<file path="src/rtl/serial_tx_feeder_if.sv">
// Bundles the CPU-side word port and the serial_port byte port of serial_tx_feeder.
// master drives words and the transmitter status; slave is the feeder itself.
interface serial_tx_feeder_if;
    logic [31:0] wr_data;
    logic        wr_en;
    logic        wr_full;
    logic        overflow;
    logic        clr_overflow;
    logic [15:0] data_out;
    logic        write_enable;
    logic        write_not_busy;
    logic        idle;

    modport master (
        output wr_data, wr_en, clr_overflow, write_not_busy,
        input  wr_full, overflow, data_out, write_enable, idle
    );

    modport slave (
        input  wr_data, wr_en, clr_overflow, write_not_busy,
        output wr_full, overflow, data_out, write_enable, idle
    );
endinterface

</file>
<file path="src/rtl/serial_tx_feeder.sv">
// Word-to-byte feeder: buffers 32-bit words in a FIFO and strobes them out one byte at a time.
// Latency: push into an empty idle block -> write_enable 3 cycles later; strobes at least 3 cycles apart.
// Backpressure: bytes wait on write_not_busy; pushes while wr_full are dropped and flag overflow.
// SERIAL_TX_MSB_FIRST_EN defined: bytes leave MSB first; otherwise LSB first.
module serial_tx_feeder #(
    parameter int DEPTH_LOG2 = 3
) (
    input  logic               clk,
    input  logic               rst,
    serial_tx_feeder_if.slave  bus
);
    localparam int DEPTH = 1 << DEPTH_LOG2;

    typedef enum logic [1:0] {ST_IDLE, ST_WAIT, ST_STROBE, ST_HOLD} state_t;

    state_t                state_q, state_d;
    logic [DEPTH_LOG2:0]   wr_ptr_q, wr_ptr_d;
    logic [DEPTH_LOG2:0]   rd_ptr_q, rd_ptr_d;
    logic [31:0]           mem_q [DEPTH];
    logic [31:0]           mem_d [DEPTH];
    logic [31:0]           shift_q, shift_d;
    logic [1:0]            byte_idx_q, byte_idx_d;
    logic [15:0]           data_out_q, data_out_d;
    logic                  write_enable_q, write_enable_d;
    logic                  overflow_q, overflow_d;

    logic                  fifo_empty;
    logic                  fifo_full;
    logic                  push;
    logic                  pop;
    logic [7:0]            cur_byte;

    // Full only from registered pointers, so a same-cycle pop never frees a slot for a push.
    assign fifo_empty = (wr_ptr_q == rd_ptr_q);
    assign fifo_full  = (wr_ptr_q[DEPTH_LOG2] != rd_ptr_q[DEPTH_LOG2]) &&
                        (wr_ptr_q[DEPTH_LOG2-1:0] == rd_ptr_q[DEPTH_LOG2-1:0]);
    assign push       = bus.wr_en && !fifo_full;

    always_comb begin
        cur_byte = 8'h00;
`ifdef SERIAL_TX_MSB_FIRST_EN
        case (byte_idx_q)
            2'd0:    cur_byte = shift_q[31:24];
            2'd1:    cur_byte = shift_q[23:16];
            2'd2:    cur_byte = shift_q[15:8];
            default: cur_byte = shift_q[7:0];
        endcase
`else
        case (byte_idx_q)
            2'd0:    cur_byte = shift_q[7:0];
            2'd1:    cur_byte = shift_q[15:8];
            2'd2:    cur_byte = shift_q[23:16];
            default: cur_byte = shift_q[31:24];
        endcase
`endif
    end

    always_comb begin
        state_d        = state_q;
        shift_d        = shift_q;
        byte_idx_d     = byte_idx_q;
        data_out_d     = data_out_q;
        write_enable_d = 1'b0;
        pop            = 1'b0;
        case (state_q)
            ST_IDLE: begin
                if (!fifo_empty) begin
                    pop        = 1'b1;
                    shift_d    = mem_q[rd_ptr_q[DEPTH_LOG2-1:0]];
                    byte_idx_d = 2'd0;
                    state_d    = ST_WAIT;
                end
            end
            ST_WAIT: begin
                if (bus.write_not_busy) begin
                    data_out_d     = {8'h00, cur_byte};
                    write_enable_d = 1'b1;
                    state_d        = ST_STROBE;
                end
            end
            ST_STROBE: begin
                state_d = ST_HOLD;
            end
            ST_HOLD: begin
                // The transmitter's busy flag lags the strobe, so it is not looked at here.
                if (byte_idx_q != 2'd3) begin
                    byte_idx_d = byte_idx_q + 2'd1;
                    state_d    = ST_WAIT;
                end else if (!fifo_empty) begin
                    pop        = 1'b1;
                    shift_d    = mem_q[rd_ptr_q[DEPTH_LOG2-1:0]];
                    byte_idx_d = 2'd0;
                    state_d    = ST_WAIT;
                end else begin
                    state_d = ST_IDLE;
                end
            end
            default: begin
                state_d = ST_IDLE;
            end
        endcase
    end

    always_comb begin
        mem_d      = mem_q;
        wr_ptr_d   = wr_ptr_q;
        rd_ptr_d   = rd_ptr_q;
        overflow_d = overflow_q;
        if (push) begin
            mem_d[wr_ptr_q[DEPTH_LOG2-1:0]] = bus.wr_data;
            wr_ptr_d = wr_ptr_q + (DEPTH_LOG2+1)'(1);
        end
        if (pop) begin
            rd_ptr_d = rd_ptr_q + (DEPTH_LOG2+1)'(1);
        end
        if (bus.wr_en && fifo_full) begin
            overflow_d = 1'b1;
        end else if (bus.clr_overflow) begin
            overflow_d = 1'b0;
        end
    end

    always_ff @(posedge clk or posedge rst) begin
        if (rst) begin
            state_q        <= ST_IDLE;
            wr_ptr_q       <= '0;
            rd_ptr_q       <= '0;
            shift_q        <= '0;
            byte_idx_q     <= '0;
            data_out_q     <= '0;
            write_enable_q <= 1'b0;
            overflow_q     <= 1'b0;
            for (int i = 0; i < DEPTH; i++) begin
                mem_q[i] <= '0;
            end
        end else begin
            state_q        <= state_d;
            wr_ptr_q       <= wr_ptr_d;
            rd_ptr_q       <= rd_ptr_d;
            shift_q        <= shift_d;
            byte_idx_q     <= byte_idx_d;
            data_out_q     <= data_out_d;
            write_enable_q <= write_enable_d;
            overflow_q     <= overflow_d;
            mem_q          <= mem_d;
        end
    end

    assign bus.wr_full      = fifo_full;
    assign bus.overflow     = overflow_q;
    assign bus.data_out     = data_out_q;
    assign bus.write_enable = write_enable_q;
    assign bus.idle         = (state_q == ST_IDLE) && fifo_empty;
endmodule

</file>
<file path="src/flat_wrapper.sv">
// flat-port wrapper written by rule: the top's interface ports become plain ports
module serial_tx_feeder_flat 
#(
    parameter int DEPTH_LOG2 = 3
)
  (clk, rst, bus_wr_data, bus_wr_en, bus_clr_overflow, bus_write_not_busy, bus_wr_full, bus_overflow, bus_data_out, bus_write_enable, bus_idle);
  serial_tx_feeder_if bus_i ();
  input  logic clk;
  input  logic rst;
  input wire logic [$bits(bus_i.wr_data)-1:0] bus_wr_data;
  input wire logic [$bits(bus_i.wr_en)-1:0] bus_wr_en;
  input wire logic [$bits(bus_i.clr_overflow)-1:0] bus_clr_overflow;
  input wire logic [$bits(bus_i.write_not_busy)-1:0] bus_write_not_busy;
  output wire logic [$bits(bus_i.wr_full)-1:0] bus_wr_full;
  output wire logic [$bits(bus_i.overflow)-1:0] bus_overflow;
  output wire logic [$bits(bus_i.data_out)-1:0] bus_data_out;
  output wire logic [$bits(bus_i.write_enable)-1:0] bus_write_enable;
  output wire logic [$bits(bus_i.idle)-1:0] bus_idle;
  assign bus_i.wr_data = bus_wr_data;
  assign bus_i.wr_en = bus_wr_en;
  assign bus_i.clr_overflow = bus_clr_overflow;
  assign bus_i.write_not_busy = bus_write_not_busy;
  assign bus_wr_full = bus_i.wr_full;
  assign bus_overflow = bus_i.overflow;
  assign bus_data_out = bus_i.data_out;
  assign bus_write_enable = bus_i.write_enable;
  assign bus_idle = bus_i.idle;
  serial_tx_feeder #(.DEPTH_LOG2(DEPTH_LOG2)) u_core (.clk(clk), .rst(rst), .bus(bus_i));
endmodule
</file>
<file path="config.mk">
export PLATFORM = sky130hd
export DESIGN_NAME = serial_tx_feeder_flat
export DESIGN_NICKNAME = d
export VERILOG_FILES = /design/src/rtl/serial_tx_feeder_if.sv /design/src/rtl/serial_tx_feeder.sv /design/src/flat_wrapper.sv
export SDC_FILE = /design/constraint.sdc
export NUM_CORES = 1
export LEC_CHECK = 0
export ABC_AREA = 1
export CAP_MARGIN = 40
export CELL_PAD_IN_SITES_DETAIL_PLACEMENT = 0
export CELL_PAD_IN_SITES_GLOBAL_PLACEMENT = 2
export CORE_MARGIN = 3
export CORE_UTILIZATION = 35
export CTS_CLUSTER_SIZE = 30
export DETAILED_ROUTE_END_ITERATION = 8
export GPL_TIMING_DRIVEN = 0
export PLACE_DENSITY_LB_ADDON = 0.1
export SYNTH_ARGS = -nofsm -noshare
export SYNTH_HDL_FRONTEND = slang
export SYNTH_SLANG_ARGS = --single-unit
export TNS_END_PERCENT = 100
</file>
<file path="constraint.sdc">
create_clock -name clk -period 31.8 [get_ports clk]
set_input_delay 7.95 -clock clk [delete_from_list [all_inputs] [get_ports clk]]
set_output_delay 7.95 -clock clk [all_outputs]
set_load 0.1 [all_outputs]
</file>
==> flow_summary.yaml <==
global_routing:
  first_global_vias: 13000
  grt_pass1_wl_mm: 88.2
  grt_max_degree: 110
  grt_overflow: 0
  grt_use_total_pct: 26.7
  antenna_found_initial: 3
sta:
  max-slew-margin-rel_pct: 37.6
  fmax_mhz: 95.6
  period_share_pct: 32.9
  setup_tns_ns: 0
  finClkSkew_ns: 0.0139
  post-route-min-period_ns: 10.46
  tightest_slew_ns: 0.935
  finalSetupViolCount: 0
  rsz0062_at_grt: "false"
  finalMaxSlewViolations: 0
  final-hold-violation-count: 0
yosys:
  postSynthAreaPerCell_um2: 7.87
  synth.distinct_cells: 25
  synth-seq-cells: 310
  yosysSeqAreaShare_pct: 51.4
  syn_inst: 1917
  syn-cell-area_um2: 15100
  ys_warn_count: 0
clocking:
  htreeDepth: 2
  cts_root_buf: "clkbuf_16"
  postCtsHoldBufs: 0
  cts_setup_buffers: 0
  cts_resized: 0
  clockBufferDepth: 3
  clkLatencyLatePin_ns: 0.56
  cts_tree: "done"
  cts.sinks: 310
  clk_pin_slew_ns: 0.06
  numCtsBuffers: 39
critical_path:
  cp.buffers_inverters: 5
  critPathTopFamily: "buffers and inverters"
  path_cells: "buf_4, inv_4, nand2_1, nand2_1, nor2_1, nand3_1, inv_1, clkdlybuf4s50_1, buf_8"
  cpPeakStageDelay_ns: 0.51
  crit_top_cell: "nand2_1"
  cp_slowest_cell: "clkdlybuf4s50_1"
  reg2reg_from: "u_core.rd_ptr_q[0]"
  startpoint: "u_core.rd_ptr_q[2]"
  required_ns: 23.85
  start_kind: "flip-flop"
  worstPathMaxFanout: 9
  worstPathArrival_ns: 2.51
  critical_path_class: "flip-flop to output pin"
  endpoint_kind: "output pin"
place:
  finalWeightedCongestion: 0.868
  dp_hpwl_mm: 41.4
  port_buffers: 16
  place_inst: 2502
  postPlaceCellArea_um2: 16400
route:
  firstDrtPassIters: 7
  drc: 0
  wl_per_cell_um: 23.3
  dr.first_iter.drc_count: 1160
  totalWireLength_mm: 59.9
  postRouteAntennaNets: 0
  vias: 13500
  viasPerCell: 5.23
hold_path:
  min_from: "u_core.mem_q[147]"
  worst_hold_path_type: "flip-flop to flip-flop"
floorplan:
  initial_core_util_pct: 35.7
  dieArea_um2: 45600
  rows: 75
  num_io_pins: 57
  core_um2: 42200
  die_w_um: 214
  dieHeight_um: 214
layout:
  area.growth.synth_to_final_pct: 17.2
  mostFrequentLayoutCells: "681 x nand2_1, 310 x dfrtp_1, 271 x nand3_1"
  num-fill-cells: 4470
  fin_nets: 2051
  register_area_um2: 7760
  diodes: 0
  finalNonFillerCells: 2571
  layout_commonest_cell: "nand2_1"
  drive_gt1_share_pct: 10.2
  multi_input_area_um2: 6230
  fin_area_um2: 17700
power_and_ir_drop:
  p_leak_nw: 8.85
  power_per_cell_area_nw_per_um2: 121
  total_power_mw: 2.13
  ir_drop_v: 0.0000561
status:
  status: "finished clean"
flow_run:
  cap_violations: 0
==> synthesized netlist by cell type (all sizes together) <==
library cell / count / area, µm²
clkbuf: 62 / 246
xor2: 4 / 35.0
nand2: 690 / 2620
a21oi: 18 / 90.1
inv: 25 / 98.8
ha: 10 / 125
nand3: 271 / 1360
dfrtp: 310 / 7760
o211ai: 64 / 480
buf: 111 / 764
nor2: 216 / 828
conb: 1 / 3.75
o21ai: 134 / 671
clkinv: 1 / 3.75
==> cell families after synthesis <==
group                      share of synthesized area (%)
DFF                                                 51.4
buffers and inverters                               7.39
and+or+nand+nor                                     31.8
other                                             0.0249
adders and majority gates                          0.830
xor gates and xnor gates                           0.232
AOI/OAI and AO/OA                                   8.23
==> sequential cells by signal (all words and copies together) (netlist names) <==
name and flops:
u_core.state_q 2, u_core.wr_ptr_q 4, u_core.bus.write_enable 1, u_core.rd_ptr_q 4, u_core.mem_q 256, u_core.shift_q 32
u_core.byte_idx_q 2, u_core.bus.overflow 1, u_core.bus.data_out 8
==> layer usage <==
metal	vias up	share of wire [%]	GRT usage, %
met2	357	46	42.0
met3	85	5.5	4.97
met4	4	2.6	6.95
met1	6665	46	38.1
met5	-	0.052	0
li1	6346	-	-
==> power by group <==
group	switching (mW)	leakage (nW)	total, mW	internal, mW
Combinational	0.704	4.30	0.999	0.295
Sequential	0.0943	3.90	0.669	0.575
Clock	0.179	0.648	0.462	0.283
==> area by class of cell <==
cell class                 instances  share of cell area (%)
inverter                          26                   0.623
timing repair buffer              39                    3.25
tap                              539                    3.82
clock buffer                      62                    6.82
buffer                           173                    5.72
sequential                       310                    43.9
multi-input combinational       1415                    35.3
clock inverter                     7                   0.623
==> worst reg2reg max path: stages, from the launching register on <==
cell and delay (ns):
dfrtp_1 0.39, buf_2 0.17, inv_2 0.07, clkbuf_1 0.59, clkbuf_1 0.74, o21ai_0 0.29
o211ai_1 0.16, nand3_1 0.33, nand2_1 0.14
==> path summary, 6_finish.rpt <==
kind	depth (start not counted)	slack, ns	to
max reg2reg	8	28.85	u_core.shift_q[13]
max in group asynchronous	3	22.76	u_core.mem_q[47]
max	9	21.34	bus_idle
min in group asynchronous	2	7.94	u_core.bus.write_enable
min	2	0.46	u_core.mem_q[147]
min reg2reg	2	0.46	u_core.mem_q[147]
==> stage by stage <==
stage / hold slack (ns) / worst slack, ns / utilization, %
2_1_floorplan: 0.437 / 15.28 / -
3_3_place_gp: 0.447 / 10.31 / 37.7
3_5_place_dp: 0.453 / 21.90 / 38.7
4_1_cts: 0.466 / 21.29 / 41.9
5_1_grt: 0.479 / 21.20 / 41.9
6_report: 0.462 / 21.34 / 41.9
Power figures use the tool's default switching activity.
